==> src/rtl/quiz_pkg.sv <==
// Shared constants for the quiz game: button count, clock rate, debounce
// defaults, press-code width and the display value codes used by the consumers.
package quiz_pkg;

  localparam int NUM_BTNS                = 7;
  localparam int CLK_HZ                  = 10_000_000;
  localparam int DEBOUNCE_MS             = 10;
  localparam int DEBOUNCE_CYCLES_DEFAULT = (CLK_HZ / 1000) * DEBOUNCE_MS;
  localparam int DEBOUNCE_CNT_W_DEFAULT  = 17;
  localparam int PRESS_CODE_W            = 3;

  typedef enum logic [3:0] {
    DISP_CORRECT = 4'd10,
    DISP_ERROR   = 4'd11,
    DISP_BLANK   = 4'd12,
    DISP_QUERY   = 4'd13
  } disp_code_t;

endpackage

==> src/rtl/button_conditioner_debounce_channel.sv <==
// One button channel: 2-FF synchroniser, stability counter, debounced level
// and a registered one-cycle pulse on each accepted rising edge.
module debounce_channel
  import quiz_pkg::*;
#(
  parameter int DEBOUNCE_CYCLES = quiz_pkg::DEBOUNCE_CYCLES_DEFAULT,
  parameter int CNT_W           = quiz_pkg::DEBOUNCE_CNT_W_DEFAULT
) (
  input  logic clk,
  input  logic reset,
  input  logic raw,
  output logic level,
  output logic press,
  output logic rise_next
);

  localparam logic [CNT_W-1:0] CNT_LAST = CNT_W'(DEBOUNCE_CYCLES - 1);

  logic             s1;
  logic             s2;
  logic [CNT_W-1:0] cnt;
  logic             accept;

  // A change is accepted on the DEBOUNCE_CYCLES-th consecutive disagreeing edge.
  assign accept    = (s2 != level) && (cnt == CNT_LAST);
  assign rise_next = accept && s2;

  // stage: synchroniser s1 -> s2
  always_ff @(posedge clk or posedge reset) begin
    if (reset) begin
      s1 <= 1'b0;
      s2 <= 1'b0;
    end else begin
      s1 <= raw;
      s2 <= s1;
    end
  end

  // stage: stability counter, level and rise pulse
  always_ff @(posedge clk or posedge reset) begin
    if (reset) begin
      cnt   <= '0;
      level <= 1'b0;
      press <= 1'b0;
    end else begin
      press <= rise_next;
      if (s2 == level) begin
        cnt <= '0;
      end else if (accept) begin
        level <= s2;
        cnt   <= '0;
      end else begin
        cnt <= cnt + 1'b1;
      end
    end
  end

endmodule

==> src/rtl/button_conditioner.sv <==
// Player push-button front end: per-channel debounce plus a registered
// lowest-index priority encoding of the press pulses.
module button_conditioner #(
  parameter int NUM_BTNS        = quiz_pkg::NUM_BTNS,
  parameter int DEBOUNCE_CYCLES = quiz_pkg::DEBOUNCE_CYCLES_DEFAULT,
  parameter int CNT_W           = quiz_pkg::DEBOUNCE_CNT_W_DEFAULT
) (
  input  logic                              clk,
  input  logic                              reset,
  input  logic [NUM_BTNS-1:0]               btn_raw,
  output logic [NUM_BTNS-1:0]               btn_level,
  output logic [NUM_BTNS-1:0]               btn_press,
  output logic                              any_press,
  output logic [quiz_pkg::PRESS_CODE_W-1:0] press_code
);

  import quiz_pkg::*;

  logic [NUM_BTNS-1:0] rise_next;

  function automatic logic [PRESS_CODE_W-1:0] encode_lowest(input logic [NUM_BTNS-1:0] v);
    logic [PRESS_CODE_W-1:0] code;
    code = '0;
    for (int i = NUM_BTNS - 1; i >= 0; i--) begin
      if (v[i]) code = PRESS_CODE_W'(i + 1);
    end
    return code;
  endfunction

  for (genvar g = 0; g < NUM_BTNS; g++) begin : g_chan
    debounce_channel #(
      .DEBOUNCE_CYCLES (DEBOUNCE_CYCLES),
      .CNT_W           (CNT_W)
    ) u_chan (
      .clk       (clk),
      .reset     (reset),
      .raw       (btn_raw[g]),
      .level     (btn_level[g]),
      .press     (btn_press[g]),
      .rise_next (rise_next[g])
    );
  end

  // stage: encoder registered from the same next-cycle rises as btn_press
  always_ff @(posedge clk or posedge reset) begin
    if (reset) begin
      any_press  <= 1'b0;
      press_code <= '0;
    end else begin
      any_press  <= |rise_next;
      press_code <= encode_lowest(rise_next);
    end
  end

endmodule

==> config.mk <==
export PLATFORM = sky130hd
export DESIGN_NAME = button_conditioner
export DESIGN_NICKNAME = d
export VERILOG_FILES = /design/src/rtl/quiz_pkg.sv /design/src/rtl/button_conditioner_debounce_channel.sv /design/src/rtl/button_conditioner.sv
export SDC_FILE = /design/constraint.sdc
export NUM_CORES = 1
export LEC_CHECK = 0
export BUFFER_PORTS_ARGS = -buffer_cell sky130_fd_sc_hd__clkbuf_2
export CAP_MARGIN = 20
export CORE_MARGIN = 3
export CORE_UTILIZATION = 26
export DETAILED_ROUTE_END_ITERATION = 10
export GPL_TIMING_DRIVEN = 0
export PLACE_DENSITY = 0.37
export SLEW_MARGIN = 0
export SYNTH_ARGS = -nofsm -noshare
export SYNTH_HDL_FRONTEND = slang
export SYNTH_SLANG_ARGS = --single-unit
==> constraint.sdc <==
create_clock -name clk -period 5.9 [get_ports clk]
set_input_delay 1.18 -clock clk [delete_from_list [all_inputs] [get_ports clk]]
set_output_delay 1.18 -clock clk [all_outputs]
set_load 0.01 [all_outputs]
==> Word-level counts from Yosys, hierarchy flattened <==
Cells that the tools add are included.
{ "op_classes": {"addsub": 7, "eq_ne": 21, "muxes": 21, "n_bitwise": 7, "reduce_logical": 22} }
{ "op_table": {"columns": ["cell", "n"], "rows": [
  ["17-bit 2-to-1 mux", 14],
  ["17-bit by 1-bit adder with 17-bit output (second input constant)", 7],
  ["17-bit equality test (second input constant)", 7],
  ["3-bit 2-to-1 mux", 7],
  ["1-bit logical AND", 14],
  ["2-bit AND reduction", 7],
  ["1-bit equality test", 7],
  ["1-bit != test", 7],
  ["1-bit NOT", 7],
  ["7-bit OR reduction", 1]
]} }
{ "word_totals": {"register_bits": 151, "output_inout_bits": 18} }

==> Longest topological paths before layout <==
{ "logic_depth": {"ltp_word": 10, "ltp_mapped": 8, "depth_no_buf": 7} }

==> By module <==
A second synthesis with hierarchy kept.
{ "unflattened": {"cells_unflattened": 675, "hier_area_um2": 7060.5} }
{ "modules_own_cells": {"columns": ["mod", "n_inst", "cells_per_inst", "area_per_inst_um2"], "rows": [
  ["debounce_channel (g_chan[0].u_chan ...)", 6, 94, 984.7],
  ["debounce_channel (g_chan[2].u_chan)", 1, 94, 979.7],
  ["button_conditioner", 1, 17, 172.7]
]} }

==> Worst setup path after synthesis <==
OpenSTA, ideal clock, no wires.
{ "synth_path": {"kind": "flip-flop to flip-flop", "startpoint": "register g_chan[0].u_chan.cnt[13]", "endpoint": "register g_chan[0].u_chan.cnt[11]", "setup_ns": 0.119, "arrival_time_ns": 1.949, "required_ns": 5.781, "path_slack_ns": 3.832, "stages_incl_launch_ff": 6, "n_path_buf": 1, "synth_period_minus_slack_ns": 2.068, "cell_sequence": "dfrtp_1 or4_1 or4_4 o31ai_4 buf_6 nor2_1"} }
{ "synth_via": {"elab_chain_cells": 4} }
{ "synth_lines": {"columns": ["element", "line_no", "rtl"], "rows": [
  ["from (decl)", "button_conditioner_debounce_channel.sv:21", "logic [CNT_W-1:0] cnt;"],
  ["from (signal assigned)", "button_conditioner_debounce_channel.sv:53", "cnt <= cnt + 1'b1;"],
  ["17-bit equality test", "button_conditioner_debounce_channel.sv:25", "assign accept = (s2 != level) && (cnt == CNT_LAST);"],
  ["1-bit logical AND", "button_conditioner_debounce_channel.sv:25", null],
  ["17-bit 2-to-1 mux", "button_conditioner_debounce_channel.sv:49", "end else if (accept) begin"],
  ["17-bit 2-to-1 mux", "button_conditioner_debounce_channel.sv:47", "if (s2 == level) begin"]
]} }
No other way between the ends.
A chain may end at the register's enable or synchronous reset.

==> Final worst setup path <==
{ "layout_path": {"startpoint": "register g_chan[3].u_chan.cnt[0]", "endpoint": "register g_chan[3].u_chan.cnt[13]"} }
{ "layout_via": {"elab_chain_cells": 4, "elab_cells_between_ends": 5} }
{ "layout_lines": {"columns": ["element", "line_no"], "rows": [
  ["from (decl)", "button_conditioner_debounce_channel.sv:21"],
  ["from (signal assigned)", "button_conditioner_debounce_channel.sv:53"],
  ["branches (longest 2 deep; another with 17-bit by 1-bit adder with 17-bit output)", null],
  ["17-bit 2-to-1 mux (*)", "button_conditioner_debounce_channel.sv:49"],
  ["17-bit 2-to-1 mux (*)", "button_conditioner_debounce_channel.sv:47"]
]} }
Mark *: on every way between the ends.

==> impl_metrics.xml <==
<?xml version="1.0" encoding="UTF-8"?>
<metrics>
  <group name="outcome">
    <metric name="run_status" unit="">finished, final reports clean</metric>
  </group>
  <group name="power">
    <metric name="leakage_power" unit="nW">3.573</metric>
    <metric name="power.internal" unit="mW">1.796</metric>
    <metric name="power_per_cell_area" unit="nW/µm²">286.1</metric>
    <metric name="combPwrFrac" unit="">0.029</metric>
    <metric name="peakVddDrop" unit="mV">0.1569</metric>
    <metric name="fin_total_pwr" unit="mW">2.313</metric>
    <metric name="power.clock.fraction" unit="">0.509</metric>
    <metric name="seq_power_share" unit="">0.461</metric>
    <metric name="switchingPower" unit="mW">0.5167</metric>
    <metric name="power.share.switching" unit="">0.2234</metric>
  </group>
  <group name="route">
    <metric name="first_iter_violations" unit="">151</metric>
    <metric name="ant_nets" unit="">0</metric>
    <metric name="sum_of_routed_wire_length_over_all_layers" unit="mm">13.58</metric>
    <metric name="detailedRoute.firstPassIterationCount" unit="">4</metric>
    <metric name="drc_errors" unit="">0</metric>
    <metric name="via_per_inst" unit="">4.417</metric>
    <metric name="detail_route.wl_per_cell" unit="µm">12.90</metric>
    <metric name="detailroute.via_count" unit="">4647</metric>
  </group>
  <group name="cells_and_area">
    <metric name="area_growth_syn_to_layout" unit="%">17.77</metric>
    <metric name="final_net_count" unit="">725</metric>
    <metric name="num_antenna_cells" unit="">0</metric>
    <metric name="register_area" unit="µm²">3779</metric>
    <metric name="filler_cell_count" unit="">2637</metric>
    <metric name="multi_input_comb_area" unit="µm²">2844</metric>
    <metric name="finalNonFillerCells" unit="">1052</metric>
    <metric name="drive_above_1_share" unit="">0.1316</metric>
  </group>
  <group name="global_routing">
    <metric name="global_route.peak_usage_layer" unit="">met2</metric>
    <metric name="number_of_antenna_violations_at_the_first_check_in_global_routing" unit="">0</metric>
    <metric name="groute.layer.met3.usage" unit="">0.02475</metric>
    <metric name="overflow" unit="">0</metric>
    <metric name="grt_pass1_wl" unit="mm">24.00</metric>
    <metric name="groute.usage.overall" unit="">0.1038</metric>
    <metric name="gr-usage-met1" unit="">0.1375</metric>
    <metric name="grt_max_degree" unit="">97</metric>
    <metric name="grt.met2_usage" unit="">0.1652</metric>
    <metric name="grt_pass1_vias" unit="">4911</metric>
  </group>
  <group name="synthesis">
    <metric name="synth_seq_cells" unit="">151</metric>
    <metric name="synth_top_cells_by_area" unit="">dfrtp_1 55%, xor2_1 7.8%, nor2_1 7.7%</metric>
    <metric name="synth_warnings" unit="">0</metric>
    <metric name="synth_largest_type_area_fraction" unit="">0.5505</metric>
    <metric name="syn_avg_cell_area" unit="µm²">10.37</metric>
    <metric name="sequential_area_share_after_synthesis" unit="">0.5505</metric>
    <metric name="synthesis.area" unit="µm²">6864</metric>
    <metric name="synth_nets" unit="">678</metric>
    <metric name="synth_top_area_cell" unit="">dfrtp_1</metric>
    <metric name="postSynthCellCount" unit="">662</metric>
    <metric name="post_synth_num_cell_types" unit="">40</metric>
  </group>
  <group name="floorplan">
    <metric name="die-width" unit="µm">168.5</metric>
    <metric name="dieArea" unit="µm²">28390</metric>
    <metric name="core.rowCount" unit="">58</metric>
    <metric name="initial_core_util" unit="">0.2687</metric>
    <metric name="ios" unit="">27</metric>
    <metric name="core_area" unit="µm²">25540</metric>
    <metric name="die_y" unit="µm">168.5</metric>
  </group>
  <group name="cts">
    <metric name="holdBufCountCts" unit="">0</metric>
    <metric name="ctsResizeCount" unit="">0</metric>
    <metric name="clock_latency" unit="ns">0.42</metric>
    <metric name="clk_transition_reported_paths" unit="ns">0.06</metric>
    <metric name="clock-root-buffer" unit="">clkbuf_16</metric>
    <metric name="clock_sink_count" unit="">151</metric>
    <metric name="cts_post_setup_buffers_inserted" unit="">0</metric>
    <metric name="cts_inserted_buffers" unit="">17</metric>
    <metric name="cts-root-to-sink-buffers" unit="">2</metric>
    <metric name="clock_tree.htree_level_count" unit="">4</metric>
    <metric name="tritoncts" unit="">done</metric>
  </group>
  <group name="timing">
    <metric name="setup_viol_count_final" unit="">0</metric>
    <metric name="finalCritPeriodShare" unit="">0.4200</metric>
    <metric name="clock.fmax" unit="GHz">0.4036</metric>
    <metric name="setup_tns" unit="ns">0</metric>
    <metric name="tightestPinTransition" unit="ns">0.5553</metric>
    <metric name="worst_slew_margin_rel" unit="">0.6269</metric>
    <metric name="finalClockSkew" unit="ns">0.01132</metric>
    <metric name="slew_violations" unit="">0</metric>
    <metric name="unrepaired_setup_endpoints_after_global_routing" unit="">false</metric>
    <metric name="whs" unit="ns">0.3482</metric>
    <metric name="finalWorstPathRequiredPeriod" unit="ns">2.478</metric>
    <metric name="hold_violations" unit="">0</metric>
    <metric name="post-route-worst-setup-slack" unit="ns">3.422</metric>
  </group>
  <group name="place">
    <metric name="dpl.cell_count" unit="">1019</metric>
    <metric name="port_buffer_cells" unit="">26</metric>
    <metric name="dp_worst_setup_slack" unit="ns">3.379</metric>
    <metric name="place.detailed.hpwl" unit="mm">9.289</metric>
    <metric name="routabilityCongestion" unit="">0.7152</metric>
  </group>
  <group name="critical_path">
    <metric name="timing.critical_path.arrival" unit="ns">2.76</metric>
    <metric name="critical_path_class" unit="">flip-flop to flip-flop</metric>
    <metric name="critical_path_peak_fanout" unit="">10</metric>
    <metric name="endpoint_kind" unit="">flip-flop</metric>
    <metric name="worstPathRequired" unit="ns">6.18</metric>
    <metric name="worst_setup_path_start_kind" unit="">flip-flop</metric>
  </group>
  <group name="hold_path">
    <metric name="holdCritPathClass" unit="">flip-flop to flip-flop</metric>
  </group>
  <group name="job">
    <metric name="maxCapViolations" unit="">0</metric>
  </group>
</metrics>
-- power by group through the flow --
stage	Clock [mW]	Combinational [mW]	Sequential (mW)
2_1_floorplan	0	0.0494	1.08
3_3_place_gp	0	0.0685	1.09
3_5_place_dp	0	0.0719	1.09
4_1_cts	1.22	0.0722	1.07
5_1_grt	1.27	0.0808	1.07
6_report	1.18	0.0681	1.07
-- state kept, by name, indices dropped and copies added, names as in the netlist --
register,count
g_chan.u_chan.level,7
press_code,3
g_chan.u_chan.s2,7
any_press,1
g_chan.u_chan.cnt,119
g_chan.u_chan.s1,7
g_chan.u_chan.press,7
-- cell usage in the layout, fill, tap and decap left out, types with 7 or more instances in the layout --
cell type    n
and3_1      17
and4_1       9
buf_4       14
clkbuf_1     8
clkbuf_16   17
clkbuf_2    28
dfrtp_1    151
ha_1         7
inv_1       19
nand2_1     37
nand2b_1     8
nand3_1     42
nand4_1     25
nor2_1     141
nor3_1      12
nor4_1       8
xnor2_1     47
xor2_1      61
-- kinds of logic after synthesis --
group | synth area share
XOR/XNOR | 0.1378
AO/OA/AOI/OAI | 0.01294
AND/OR/NAND/NOR | 0.2410
adder cells (fa/ha/maj) | 0.01276
flip-flops | 0.5505
buffers and inverters | 0.03518
multiplexers | 0.009843
-- cells in the mapped netlist (all sizes together) --
| cell | number |
|---|---|
| or2 | 1 |
| or4 | 5 |
| nor2 | 141 |
| or3b | 2 |
| xor2 | 61 |
| nand2 | 37 |
| nor2b | 4 |
| nor4bb | 5 |
| dfrtp | 151 |
| nand4b | 1 |
| a21o | 2 |
| and2 | 3 |
| a21oi | 4 |
| o221ai | 1 |
| ha | 7 |
| o311ai | 1 |
| and3 | 18 |
| o31ai | 1 |
| and4 | 9 |
| nor4 | 11 |
| inv | 20 |
| nand3 | 42 |
| nor4b | 2 |
| buf | 18 |
| xnor2 | 47 |
| nand4 | 25 |
| or3 | 4 |
| clkbuf | 9 |
| mux2 | 6 |
| and4b | 1 |
| o21ai | 3 |
| nor3 | 12 |
| nand2b | 8 |
-- cell type report --
class | instances | share of cell area
Clock inverter | 14 | 0.02445
Sequential cell | 151 | 0.4674
Timing Repair Buffer | 28 | 0.02012
Clock buffer | 18 | 0.05433
Tap cell | 330 | 0.05108
Multi-Input combinational cell | 464 | 0.3518
Buffer | 27 | 0.02059
Inverter | 20 | 0.01022
-- through the flow --
stage          area (µm²)  utilization
2_1_floorplan        6864            -
3_3_place_gp         7407       0.2900
3_5_place_dp         7442       0.2913
4_1_cts              8079       0.3163
5_1_grt              8084       0.3165
6_report             8084       0.3165
-- per-layer routing --
| metal | vias up | part of all wire |
|---|---|---|
| li1 | 2294 | - |
| met2 | 45 | 0.47 |
| met1 | 2298 | 0.49 |
| met5 | - | 0 |
| met4 | 0 | 0.013 |
| met3 | 10 | 0.028 |
-- path summary, 6_finish.rpt --
kind / from / end / slack (ns) / cells past startpoint
setup / recovery: g_chan[3].u_chan.cnt[0] / g_chan[3].u_chan.cnt[13] / 3.42 / 8
hold / removal: g_chan[4].u_chan.s1 / g_chan[4].u_chan.s2 / 0.35 / 0
setup reg to reg: g_chan[3].u_chan.cnt[0] / g_chan[3].u_chan.cnt[13] / 3.42 / 8
hold reg to reg: g_chan[4].u_chan.s1 / g_chan[4].u_chan.s2 / 0.35 / 0
max in group asynchronous: reset / g_chan[2].u_chan.level / 4.32 / 3
min in group asynchronous: reset / g_chan[6].u_chan.cnt[7] / 0.76 / 2
-- worst max-delay path, stage by stage (launching register included) --
cell and delay [ns]:
dfrtp_1 0.41, ha_1 0.22, and4_1 0.20, clkbuf_1 0.30, nand4_1 0.28, nand2b_1 0.14
clkbuf_1 0.28, clkbuf_1 0.41, nor2_1 0.11
No activity file was read; power rests on OpenSTA's default activity.
